===== config.mk =====
export PLATFORM = sky130hd
export DESIGN_NAME = lsu_pipelined_flat
export DESIGN_NICKNAME = d
export VERILOG_FILES = /design/src/rtl/lsu_pkg.sv /design/src/rtl/lsu_pipelined_if.sv /design/src/rtl/lsu_pending_fifo.sv /design/src/rtl/lsu_pipelined.sv /design/src/flat_wrapper.sv
export SDC_FILE = /design/constraint.sdc
export NUM_CORES = 1
export LEC_CHECK = 0
export ABC_AREA = 1
export ABC_CLOCK_PERIOD_IN_PS = 3200
export CAP_MARGIN = 5
export CORE_ASPECT_RATIO = 0.9
export CORE_MARGIN = 4
export CORE_UTILIZATION = 31
export CTS_BUF_LIST = sky130_fd_sc_hd__clkbuf_4 sky130_fd_sc_hd__clkbuf_8 sky130_fd_sc_hd__clkbuf_16
export DETAILED_ROUTE_END_ITERATION = 6
export PLACE_DENSITY = 0.6
export SLEW_MARGIN = 5
export SYNTH_ARGS = -nofsm -noshare
export SYNTH_HDL_FRONTEND = slang
export SYNTH_SLANG_ARGS = --single-unit

===== constraint.sdc =====
create_clock -name clk -period 3.2 [get_ports clk]
set_clock_uncertainty 0.15 [all_clocks]
set_input_delay 0.64 -clock clk [delete_from_list [all_inputs] [get_ports clk]]
set_output_delay 0.64 -clock clk [all_outputs]
set_load 0.005 [all_outputs]

===== src/rtl/lsu_pkg.sv =====
// Shared definitions for the pipelined load/store unit: op encodings, the
// pending-entry record, and the lane/byte-enable/extension helpers.
package lsu_pkg;

  localparam logic [3:0] OP_LB  = 4'h0;
  localparam logic [3:0] OP_LH  = 4'h1;
  localparam logic [3:0] OP_LW  = 4'h2;
  localparam logic [3:0] OP_LBU = 4'h4;
  localparam logic [3:0] OP_LHU = 4'h5;
  localparam logic [3:0] OP_SB  = 4'h8;
  localparam logic [3:0] OP_SH  = 4'h9;
  localparam logic [3:0] OP_SW  = 4'hA;

  typedef struct packed {
    logic [3:0] op;
    logic [1:0] off;
    logic [4:0] rd;
  } pend_t;

  // size: funct3[1:0] (0 byte, 1 half, else word)
  function automatic logic [3:0] be_gen(input logic is_store, input logic [1:0] size,
                                        input logic [1:0] off);
    logic [3:0] be;
    be = 4'b1111;
    if (is_store) begin
      case (size)
        2'b00:   be = 4'b0001 << off;
        2'b01:   be = off[1] ? 4'b1100 : 4'b0011;
        default: be = 4'b1111;
      endcase
    end
    return be;
  endfunction

  function automatic logic [31:0] wdata_align(input logic [1:0] size, input logic [31:0] wdata);
    logic [31:0] w;
    case (size)
      2'b00:   w = {4{wdata[7:0]}};
      2'b01:   w = {2{wdata[15:0]}};
      default: w = wdata;
    endcase
    return w;
  endfunction

  function automatic logic [31:0] load_ext(input logic [2:0] f3, input logic [1:0] off,
                                           input logic [31:0] rdata);
    logic signed [7:0]  b;
    logic signed [15:0] h;
    logic signed [31:0] sx;
    logic [31:0]        r;
    b  = rdata[{off, 3'b000} +: 8];
    h  = off[1] ? rdata[31:16] : rdata[15:0];
    sx = 32'sd0;
    r  = rdata;
    case (f3[1:0])
      2'b00: begin
        sx = b;
        r  = f3[2] ? {24'h0, b} : sx;
      end
      2'b01: begin
        sx = h;
        r  = f3[2] ? {16'h0, h} : sx;
      end
      default: r = rdata;
    endcase
    return r;
  endfunction

  function automatic logic misaligned(input logic [1:0] size, input logic [1:0] off);
    logic m;
    case (size)
      2'b00:   m = 1'b0;
      2'b01:   m = off[0];
      default: m = (off != 2'b00);
    endcase
    return m;
  endfunction

endpackage


===== src/rtl/lsu_pipelined_if.sv =====
// OBI-style data port between the LSU (master) and memory (slave).
interface lsu_pipelined_if;
  logic        data_req_o;
  logic [31:0] data_addr_o;
  logic        data_we_o;
  logic [3:0]  data_be_o;
  logic [31:0] data_wdata_o;
  logic [31:0] data_rdata_i;
  logic        data_rvalid_i;
  logic        data_gnt_i;

  modport master (
    output data_req_o, data_addr_o, data_we_o, data_be_o, data_wdata_o,
    input  data_rdata_i, data_rvalid_i, data_gnt_i
  );

  modport slave (
    input  data_req_o, data_addr_o, data_we_o, data_be_o, data_wdata_o,
    output data_rdata_i, data_rvalid_i, data_gnt_i
  );
endinterface


===== src/rtl/lsu_pending_fifo.sv =====
// In-order tracker of granted transactions awaiting rvalid; push and pop may
// happen in the same cycle.
module lsu_pending_fifo
  import lsu_pkg::*;
#(
  parameter  int DEPTH = 2,
  localparam int CNT_W = $clog2(DEPTH + 1),
  localparam int PTR_W = (DEPTH > 1) ? $clog2(DEPTH) : 1
) (
  input  logic             clk,
  input  logic             reset,
  input  logic             push_i,
  input  logic             pop_i,
  input  pend_t            wdata_i,
  output pend_t            rdata_o,
  output logic             full_o,
  output logic             empty_o,
  output logic [CNT_W-1:0] count_o
);

  pend_t            mem_q [DEPTH];
  logic [PTR_W-1:0] wptr_q, wptr_d, rptr_q, rptr_d;
  logic [CNT_W-1:0] count_q, count_d;
  logic             do_push, do_pop;

  function automatic logic [PTR_W-1:0] ptr_inc(input logic [PTR_W-1:0] p);
    return (p == PTR_W'(DEPTH - 1)) ? '0 : p + 1'b1;
  endfunction

  assign full_o  = (count_q == CNT_W'(DEPTH));
  assign empty_o = (count_q == '0);
  assign count_o = count_q;
  assign rdata_o = mem_q[rptr_q];
  assign do_push = push_i & ~full_o;
  assign do_pop  = pop_i & ~empty_o;

  always_comb begin
    wptr_d  = do_push ? ptr_inc(wptr_q) : wptr_q;
    rptr_d  = do_pop  ? ptr_inc(rptr_q) : rptr_q;
    count_d = count_q;
    if (do_push && !do_pop)      count_d = count_q + 1'b1;
    else if (do_pop && !do_push) count_d = count_q - 1'b1;
  end

  always_ff @(posedge clk) begin
    if (reset) begin
      wptr_q  <= '0;
      rptr_q  <= '0;
      count_q <= '0;
    end else begin
      wptr_q  <= wptr_d;
      rptr_q  <= rptr_d;
      count_q <= count_d;
    end
  end

  // Entry storage carries no control meaning, so it is left out of reset.
  always_ff @(posedge clk) begin
    if (do_push) mem_q[wptr_q] <= wdata_i;
  end

endmodule


===== src/rtl/lsu_pipelined.sv =====
// Pipelined load/store unit: issues EXEC ops onto an OBI data port, tracks them
// in order, and returns tagged, extended responses. Option: LSU_MISALIGN_TRAP_EN.
module lsu_pipelined
  import lsu_pkg::*;
#(
  parameter int          MAX_OUTSTANDING = 2,
  parameter logic [31:0] PERIPH_MIN      = 32'h0000_0600,
  parameter logic [31:0] PERIPH_MAX      = 32'h0000_0800
) (
  input  logic        clk,
  input  logic        reset,
  input  logic        req_valid_i,
  output logic        req_ready_o,
  input  logic [3:0]  req_op_i,
  input  logic [31:0] req_addr_i,
  input  logic [31:0] req_wdata_i,
  input  logic [4:0]  req_rd_i,
  input  logic [31:0] memory_offset_i,
  input  logic        stop_i,
  output logic        resp_valid_o,
  output logic [31:0] resp_rdata_o,
  output logic [4:0]  resp_rd_o,
  output logic        resp_is_store_o,
  output logic        idle_o,
  output logic        in_range_peripheral_o,
  output logic        protocol_err_o,
  output logic        misalign_o,
  lsu_pipelined_if.master bus
);

  localparam int CNT_W = $clog2(MAX_OUTSTANDING + 1);

  pend_t            head;
  logic             fifo_full, fifo_empty;
  logic [CNT_W-1:0] fifo_count;
  logic             can_issue, trap, issue, push, pop;
  logic             is_store;
  logic [31:0]      resp_rdata_d;

  logic             resp_valid_q, resp_is_store_q, prot_err_q;
  logic [31:0]      resp_rdata_q;
  logic [4:0]       resp_rd_q;

  assign is_store  = req_op_i[3];
  assign can_issue = req_valid_i & ~fifo_full & ~stop_i;

`ifdef LSU_MISALIGN_TRAP_EN
  logic misalign_q;
  assign trap       = can_issue & misaligned(req_op_i[1:0], req_addr_i[1:0]);
  assign misalign_o = misalign_q;

  always_ff @(posedge clk) begin
    if (reset) misalign_q <= 1'b0;
    else       misalign_q <= trap;
  end
`else
  assign trap       = 1'b0;
  assign misalign_o = 1'b0;
`endif

  // A trapped op is consumed without touching the bus.
  assign issue       = can_issue & ~trap;
  assign push        = issue & bus.data_gnt_i;
  assign req_ready_o = push | trap;
  assign pop         = bus.data_rvalid_i & ~fifo_empty;

  assign bus.data_req_o   = issue;
  assign bus.data_addr_o  = issue ? (req_addr_i - memory_offset_i) : '0;
  assign bus.data_we_o    = issue & is_store;
  assign bus.data_be_o    = issue ? be_gen(is_store, req_op_i[1:0], req_addr_i[1:0]) : '0;
  assign bus.data_wdata_o = (issue && is_store) ? wdata_align(req_op_i[1:0], req_wdata_i) : '0;

  lsu_pending_fifo #(
    .DEPTH (MAX_OUTSTANDING)
  ) u_fifo (
    .clk     (clk),
    .reset   (reset),
    .push_i  (push),
    .pop_i   (pop),
    .wdata_i ('{op: req_op_i, off: req_addr_i[1:0], rd: req_rd_i}),
    .rdata_o (head),
    .full_o  (fifo_full),
    .empty_o (fifo_empty),
    .count_o (fifo_count)
  );

  assign resp_rdata_d = head.op[3] ? 32'h0 : load_ext(head.op[2:0], head.off, bus.data_rdata_i);

  always_ff @(posedge clk) begin
    if (reset) begin
      resp_valid_q    <= 1'b0;
      resp_rdata_q    <= '0;
      resp_rd_q       <= '0;
      resp_is_store_q <= 1'b0;
      prot_err_q      <= 1'b0;
    end else begin
      resp_valid_q <= pop;
      prot_err_q   <= prot_err_q | (bus.data_rvalid_i & fifo_empty);
      if (pop) begin
        resp_rdata_q    <= resp_rdata_d;
        resp_rd_q       <= head.rd;
        resp_is_store_q <= head.op[3];
      end else if (trap) begin
        resp_rd_q <= req_rd_i;
      end
    end
  end

  assign resp_valid_o          = resp_valid_q;
  assign resp_rdata_o          = resp_rdata_q;
  assign resp_rd_o             = resp_rd_q;
  assign resp_is_store_o       = resp_is_store_q;
  assign protocol_err_o        = prot_err_q;
  assign idle_o                = (fifo_count == '0) & ~issue;
  assign in_range_peripheral_o = (req_addr_i >= PERIPH_MIN) && (req_addr_i < PERIPH_MAX);

endmodule


===== src/flat_wrapper.sv =====
// flat-port wrapper written by rule: the top's interface ports become plain ports
module lsu_pipelined_flat import lsu_pkg::*;
#(
  parameter int          MAX_OUTSTANDING = 2,
  parameter logic [31:0] PERIPH_MIN      = 32'h0000_0600,
  parameter logic [31:0] PERIPH_MAX      = 32'h0000_0800
)
  (clk, reset, req_valid_i, req_ready_o, req_op_i, req_addr_i, req_wdata_i, req_rd_i, memory_offset_i, stop_i, resp_valid_o, resp_rdata_o, resp_rd_o, resp_is_store_o, idle_o, in_range_peripheral_o, protocol_err_o, misalign_o, bus_data_req_o, bus_data_addr_o, bus_data_we_o, bus_data_be_o, bus_data_wdata_o, bus_data_rdata_i, bus_data_rvalid_i, bus_data_gnt_i);
  lsu_pipelined_if bus_i ();
  input  logic clk;
  input  logic reset;
  input  logic req_valid_i;
  output logic req_ready_o;
  input  logic [3:0] req_op_i;
  input  logic [31:0] req_addr_i;
  input  logic [31:0] req_wdata_i;
  input  logic [4:0] req_rd_i;
  input  logic [31:0] memory_offset_i;
  input  logic stop_i;
  output logic resp_valid_o;
  output logic [31:0] resp_rdata_o;
  output logic [4:0] resp_rd_o;
  output logic resp_is_store_o;
  output logic idle_o;
  output logic in_range_peripheral_o;
  output logic protocol_err_o;
  output logic misalign_o;
  output wire logic [$bits(bus_i.data_req_o)-1:0] bus_data_req_o;
  output wire logic [$bits(bus_i.data_addr_o)-1:0] bus_data_addr_o;
  output wire logic [$bits(bus_i.data_we_o)-1:0] bus_data_we_o;
  output wire logic [$bits(bus_i.data_be_o)-1:0] bus_data_be_o;
  output wire logic [$bits(bus_i.data_wdata_o)-1:0] bus_data_wdata_o;
  input wire logic [$bits(bus_i.data_rdata_i)-1:0] bus_data_rdata_i;
  input wire logic [$bits(bus_i.data_rvalid_i)-1:0] bus_data_rvalid_i;
  input wire logic [$bits(bus_i.data_gnt_i)-1:0] bus_data_gnt_i;
  assign bus_data_req_o = bus_i.data_req_o;
  assign bus_data_addr_o = bus_i.data_addr_o;
  assign bus_data_we_o = bus_i.data_we_o;
  assign bus_data_be_o = bus_i.data_be_o;
  assign bus_data_wdata_o = bus_i.data_wdata_o;
  assign bus_i.data_rdata_i = bus_data_rdata_i;
  assign bus_i.data_rvalid_i = bus_data_rvalid_i;
  assign bus_i.data_gnt_i = bus_data_gnt_i;
  lsu_pipelined #(.MAX_OUTSTANDING(MAX_OUTSTANDING), .PERIPH_MIN(PERIPH_MIN), .PERIPH_MAX(PERIPH_MAX)) u_core (.clk(clk), .reset(reset), .req_valid_i(req_valid_i), .req_ready_o(req_ready_o), .req_op_i(req_op_i), .req_addr_i(req_addr_i), .req_wdata_i(req_wdata_i), .req_rd_i(req_rd_i), .memory_offset_i(memory_offset_i), .stop_i(stop_i), .resp_valid_o(resp_valid_o), .resp_rdata_o(resp_rdata_o), .resp_rd_o(resp_rd_o), .resp_is_store_o(resp_is_store_o), .idle_o(idle_o), .in_range_peripheral_o(in_range_peripheral_o), .protocol_err_o(protocol_err_o), .misalign_o(misalign_o), .bus(bus_i));
endmodule

==> results.toml, run 1 <==
[sta]
period_needed_ns = 3.13
fin_tns_setup_ns = 0
drv_slew = 0
holdWs_ns = 0.313
finalSetupViolCount = 0
rsz0062_at_grt = "true"
tightest_slew_ns = 0.728
max_freq_mhz = 319
fin_ws_ns = 0.0655
finalHoldViolCount = 0
period_share_pct = 98.0
relSlewSlack_pct = 51.4

[yosys]
ys.flop_type = "dfxtp_1"
synth-edff-count = 22
yosys-top-cells-count = "nand2_1, nor2_1, inv_1, a21oi_1, dfxtp_1"
synth_top_area_share_pct = 15.3
ys_seq_area_share_pct = 26.5
ys_async_sr_fraction_pct = 0
netlist_area_um2 = 5880
ys_ff_latch = 67
synthTopCellsByArea = "dfxtp_1, nand2_1, nor2_1, edfxtp_1, a21oi_1"
synth_largest_area_cell = "dfxtp_1"
yosysMostFrequentCell = "nand2_1"
syn_inst = 961
synth_cell_type_count = 46
yosys_warnings = 0
synthesis.nets = 1138
syn_area_per_cell_um2 = 6.12

[final_layout]
diodes = 0
drive_above_1_share_pct = 33.0
fillers = 1731
area_delta_synth_final_pct = 85.7
final_cells = 1580
fin_nets = 1507

[power_and_ir_drop]
p_int_mw = 2.78
switchingPower_mw = 1.72
pwr-share-comb_pct = 52.2
finalPower_mw = 4.50
pwr-share-clk_pct = 24.0
sequentialPowerShare_pct = 23.8
ir_worst_vdd_uv = 261
p_per_area_nw_per_um2 = 412
p_leak_nw = 5.09
p_sw_share_pct = 38.2

[die]
die_h_um = 139
fp.dieW_um = 153
initial_core_util_pct = 31.8
io_pins = 257
die_area_um2 = 21200
core_um2 = 18500
row_count = 47

[clock_network]
hold_buffers = 0
cts.path.max_buffers = 2
cts_tree = "done"
ctsRootBufferMaster = "clkbuf_16"
cts_made_buffers = 9
htree_levels = 3
path_clk_slew_ns = 0.06
cts.sinks = 67
insertion_delay_ns = 0.33

[global_route]
track_usage_pct = 22.0
grt-ovfl-total = 0
grt_pass1_vias = 7447
antenna_found_initial = 2
grt_pass1_wl_um = 38700
grt_max_degree = 37

[setup_path]
path_cells = "clkdlybuf4s15_1 -> ha_4 -> nand2_1 -> nor2_2 -> inv_1 -> nor2_4 -> and3_4 -> nand2_2 -> nand3_1 -> nand2_1 -> nor2_1 -> buf_2"
reg2reg_slack_ns = 0.85
slowest_stage = "ha_4"
crit_type = "in -> out"
cp.required_ns = 2.41
crit_top_cell = "nand2_1"
r2r_cells = 11
r2r_end = "u_core.resp_rdata_o[20]"
arrival_ns = 2.34
crit_path_max_incr_delay_ns = 0.35
critPathMaxFanout = 4
start_kind = "input pin"
endpoint_kind = "primary output"

[drt]
vias = 7607
drtPass1Iterations = 5
drtIter0Drc = 359
remaining_drc_errors = 0
wire_per_inst_um = 15.7
viasPerCell = 4.81
wirelength_um = 24700
drt.antenna.violating_nets = 0

[placed_design]
io_buffers = 255
post-place-ws_ns = -0.964
dp_hpwl_um = 18700
dp_cells = 1529
place.gp.congestion = 0.885

[worst_hold_path]
worstHoldPathCells = 2
worstHoldStart = "u_core.resp_rdata_o[2]"
hp-class = "reg -> reg"
hold-path-endpoint = "u_core.resp_rdata_o[2]"

[flow_run]
max_cap_violations = 0

[outcome]
outcome = "finished, final reports clean"
power groups by stage:
stage | Clock [mW] | Sequential, mW | Combinational, mW
finish | 1.08 | 1.07 | 2.35
global route | 1.14 | 1.09 | 2.58
CTS | 1.10 | 1.07 | 2.26
detailed placement | 0 | 1.09 | 2.06
global placement | 0 | 1.09 | 2.05
floorplan | 0 | 1.09 | 1.10
layer usage:
metal | wire length [um] | global-route usage [%]
met1 | 11000 | 29.3
met2 | 11200 | 35.4
met3 | 1960 | 6.12
met4 | 447 | 5.49
met5 | 20 | 0
per-stage QoR:
step	cell area, um^2	util, %
4_1_cts	10600	57.2
3_3_place_gp	9340	50.4
6_report	10900	59.0
2_1_floorplan	5880	-
3_5_place_dp	9340	50.4
5_1_grt	10900	59.0
area by class of cell:
class / count / area, um^2 / area share [%]
inverter: 132 / 500 / 4.58
sequential: 67 / 1560 / 14.3
clock buffer: 9 / 225 / 2.06
tap: 245 / 307 / 2.81
timing repair buffer: 389 / 3440 / 31.5
multi-input combinational: 731 / 4790 / 43.8
clock inverter: 7 / 100 / 0.916
timing repair:
item                       in CTS  in global routing
setup endpoints to repair      67                 33
hold endpoints to repair        0                  0
pin swaps                      75                 71
resized for setup             389                115
buffers inserted               21                 16
worst max-delay path by stage:
stage / start / endpoint / slack, ns / depth (start not counted)
after floorplan: req_addr_i[0] / bus_data_addr_o[28] / 0.23 / 12
after global placement: req_addr_i[0] / bus_data_addr_o[20] / -0.88 / 15
after detailed placement: req_addr_i[0] / bus_data_addr_o[20] / -0.96 / 15
after CTS: memory_offset_i[22] / bus_data_addr_o[24] / -0.14 / 15
after global routing: memory_offset_i[27] / bus_data_addr_o[28] / -0.04 / 12
final: req_addr_i[18] / bus_data_addr_o[30] / 0.07 / 12
worst max-delay path, delay by kind of cell:
kind | cells | cell delay [ns]
adder cells (fa/ha/maj) | 1 | 0.35
AND/OR/NAND/NOR | 8 | 0.89
buffers and inverters | 3 | 0.46
registers in the layout, summed over array words and instances (netlist names), named ones only:
register,flops
u_core.resp_valid_o,1
u_core.resp_rd_o,5
u_core.protocol_err_o,1
u_core.u_fifo.mem_q,22
u_core.u_fifo.rptr_q,1
u_core.resp_rdata_o,32
u_core.resp_is_store_o,1
u_core.u_fifo.wptr_q,1
u_core.u_fifo.count_o,2
cell usage in the layout (no fill, tap or decap), types with 4 or more instances in the layout:
| cell | n |
|---|---|
| dlygate4sd2_1 | 63 |
| nand2_1 | 175 |
| clkbuf_16 | 9 |
| buf_6 | 12 |
| inv_2 | 41 |
| nand2_4 | 26 |
| buf_4 | 121 |
| a21oi_2 | 27 |
| nand4_1 | 5 |
| nand3_2 | 6 |
| a311oi_1 | 5 |
| o21ai_0 | 26 |
| buf_2 | 17 |
| dfxtp_1 | 45 |
| a22oi_1 | 8 |
| o21ai_1 | 12 |
| nand2_2 | 54 |
| nor2_4 | 17 |
| clkdlybuf4s50_1 | 138 |
| a21oi_1 | 76 |
| nor3_4 | 4 |
| dlymetal6s2s_1 | 16 |
| or2_2 | 6 |
| edfxtp_1 | 22 |
| clkdlybuf4s15_1 | 8 |
| nor2_2 | 17 |
| inv_1 | 89 |
| a21oi_4 | 9 |
| nor2_1 | 152 |
| clkbuf_2 | 12 |
| o21ai_2 | 8 |
| nor3_2 | 5 |
| o2111ai_1 | 7 |
| ha_4 | 29 |
| nand3_1 | 17 |
cells by family after synthesis:
family	share of synthesized area, %
mux	0.170
fa+ha+maj	7.36
compound gates	18.2
xor+xnor	1.04
other cells	0.0637
simple gates	35.4
flops	26.5
buf+inv	11.2
Note: power is estimated with default switching activity, not from simulation.
==> run 2: changes to the inputs <==
Settings changed: ABC_CLOCK_PERIOD_IN_PS 3200 to 3700.
Clock period 3.2 ns to 3.7 ns, I/O delays scaled along.
==> run 2 against run 1 <==
Effect of this change: sequential share of layout area is 1.1 points higher; setup slack better by 0.0033 ns; die area unchanged; critical path type unchanged.
==> results.toml, run 2 (synthesis gave the netlist of run 1 again) <==
[outcome]
outcome = "finished, final reports clean"

[global_route]
grt_max_degree = 46
track_usage_pct = 20.6
met1_usage_pct = 28.6
use_met2_pct = 32.5
grt_pass1_vias = 6952
grt-ovfl-total = 0
grt_pass1_wl_um = 36000
grtUsageMet3_pct = 5.30
antenna_found_initial = 0
grt-busiest-layer = "met2"

[clock_network]
hold_buffers = 0
htree_levels = 3
ctsRootBufferMaster = "clkbuf_16"
cts.sinks = 67
cts_tree = "done"
cts_made_buffers = 9
insertion_delay_ns = 0.33
cts.path.max_buffers = 2
path_clk_slew_ns = 0.05

[final_layout]
drive_above_1_share_pct = 21.0
diodes = 0
largest_reg_flops = 32
regArea_um2 = 1560
layout_commonest_cell = "clkdlybuf4s50_1"
fin_nets = 1464
final_cells = 1537
fillers = 1823
area_delta_synth_final_pct = 72.3
layout_common_cells = "clkdlybuf4s50_1, nand2_1, nor2_1"
multiInputGateArea_um2 = 4210
postLayoutCellArea_um2 = 10100

[setup_path]
arrival_ns = 2.74
cp_num_buf_inv = 3
slowest_stage = "clkdlybuf4s50_1"
start_kind = "input pin"
cp.required_ns = 2.81
critPathMaxFanout = 4
path_delay_family = "simple AND/OR/NAND/NOR gates"
endpoint_kind = "primary output"
crit_type = "in -> out"
crit_path_max_incr_delay_ns = 0.45
path_cells = "clkdlybuf4s50_1 -> inv_1 -> ha_2 -> nand2_2 -> nor2_1 -> nand3_1 -> nand3_2 -> nand3_1 -> nand2_1 -> nor2_1 -> nor2_2 -> dlygate4sd2_1"

[die]
die_area_um2 = 21200
io_pins = 257
die_h_um = 139
fp.dieW_um = 153
initial_core_util_pct = 31.8
row_count = 47
core_um2 = 18500

[sta]
drv_slew = 0
tightest_slew_ns = 0.993
finalSetupViolCount = 0
period_needed_ns = 3.63
relSlewSlack_pct = 33.8
holdWs_ns = 0.311
period_share_pct = 98.1
rsz0062_at_grt = "true"
finalHoldViolCount = 0
max_freq_mhz = 275

[power_and_ir_drop]
ir_worst_vdd_uv = 215
p_leak_nw = 4.53
finalPower_mw = 3.76
p_per_area_nw_per_um2 = 371

[drt]
vias = 7332
drtPass1Iterations = 5
viasPerCell = 4.77
wire_per_inst_um = 15.1
drtIter0Drc = 328
remaining_drc_errors = 0
drt.antenna.violating_nets = 0
wirelength_um = 23300

[placed_design]
place.gp.congestion = 0.887
dp_hpwl_um = 18500
io_buffers = 255
placed_area_um2 = 9250
dp_cells = 1517

[worst_hold_path]
hp-class = "reg -> reg"

[flow_run]
max_cap_violations = 0
## run 2: cell types whose count changed in the layout (fill, tap and decap cells not counted), moves of 11 or more
| cell | previous run | this run |
|---|---|---|
| buf_2 | 17 | 4 |
| buf_4 | 121 | 87 |
| buf_6 | 12 | 1 |
| clkdlybuf4s50_1 | 138 | 211 |
| dlygate4sd2_1 | 63 | 15 |
| inv_1 | 89 | 121 |
| inv_2 | 41 | 9 |
| nand2_1 | 175 | 208 |
| nand2_2 | 54 | 41 |
| nand2_4 | 26 | 6 |
| nor2_1 | 152 | 168 |
| nor2_4 | 17 | 4 |
## run 2: power breakdown
group | internal, mW | switching (mW)
clock network | 0.667 | 0.315
registers | 0.867 | 0.0626
logic | 0.859 | 0.986
## run 2: metal layers
metal  routed length (um)  up-vias  share of wire [%]
met5                    0        -                  0
met4                  257        0                1.1
met3                 1790       17                7.7
met2                10300      256                 44
met1                10900     3302                 47
li1                     -     3757                  -
## run 2: path summary, 6_finish.rpt
path	slack, ns	to	cells past startpoint	startpoint
max	0.07	bus_data_addr_o[18]	12	memory_offset_i[9]
min	0.31	u_core.resp_rdata_o[19]	2	u_core.resp_rdata_o[19]
max reg2reg	0.97	u_core.resp_rdata_o[18]	12	register
min reg2reg	0.31	u_core.resp_rdata_o[19]	2	u_core.resp_rdata_o[19]
## run 2: final cells by class
class	count	share of cell area (%)
Multi-Input combinational cell	731	41.5
Timing Repair Buffer	346	31.7
Sequential cell	67	15.4
Inverter	132	4.93
Tap cell	245	3.02
Clock buffer	10	2.30
Clock inverter	6	1.11
## run 2: stage by stage
step | setup WS (ns) | setup TNS [ns] | utilization, %
after global routing | -0.0665 | -0.254 | 54.7
after detailed placement | -0.613 | -10.25 | 49.9
after floorplan | 0.533 | 0 | -
final | 0.0688 | 0 | 54.7
after CTS | 0.00205 | 0 | 53.7
after global placement | -0.584 | -10.31 | 49.9
## run 2: timing repair
| action | in CTS | in global routing |
|---|---|---|
| gates cloned | 0 | 0 |
| setup endpoints to repair | 33 | 33 |
| pin swaps | 10 | 19 |
| resized for setup | 100 | 101 |
| buffers inserted | 3 | 2 |
## run 2: tightest hold or removal path: cells and delay by family, from the launching register on
family | cells | cell delay [ns]
simple gates | 1 | 0.06
flops | 1 | 0.30
compound gates | 1 | 0.05
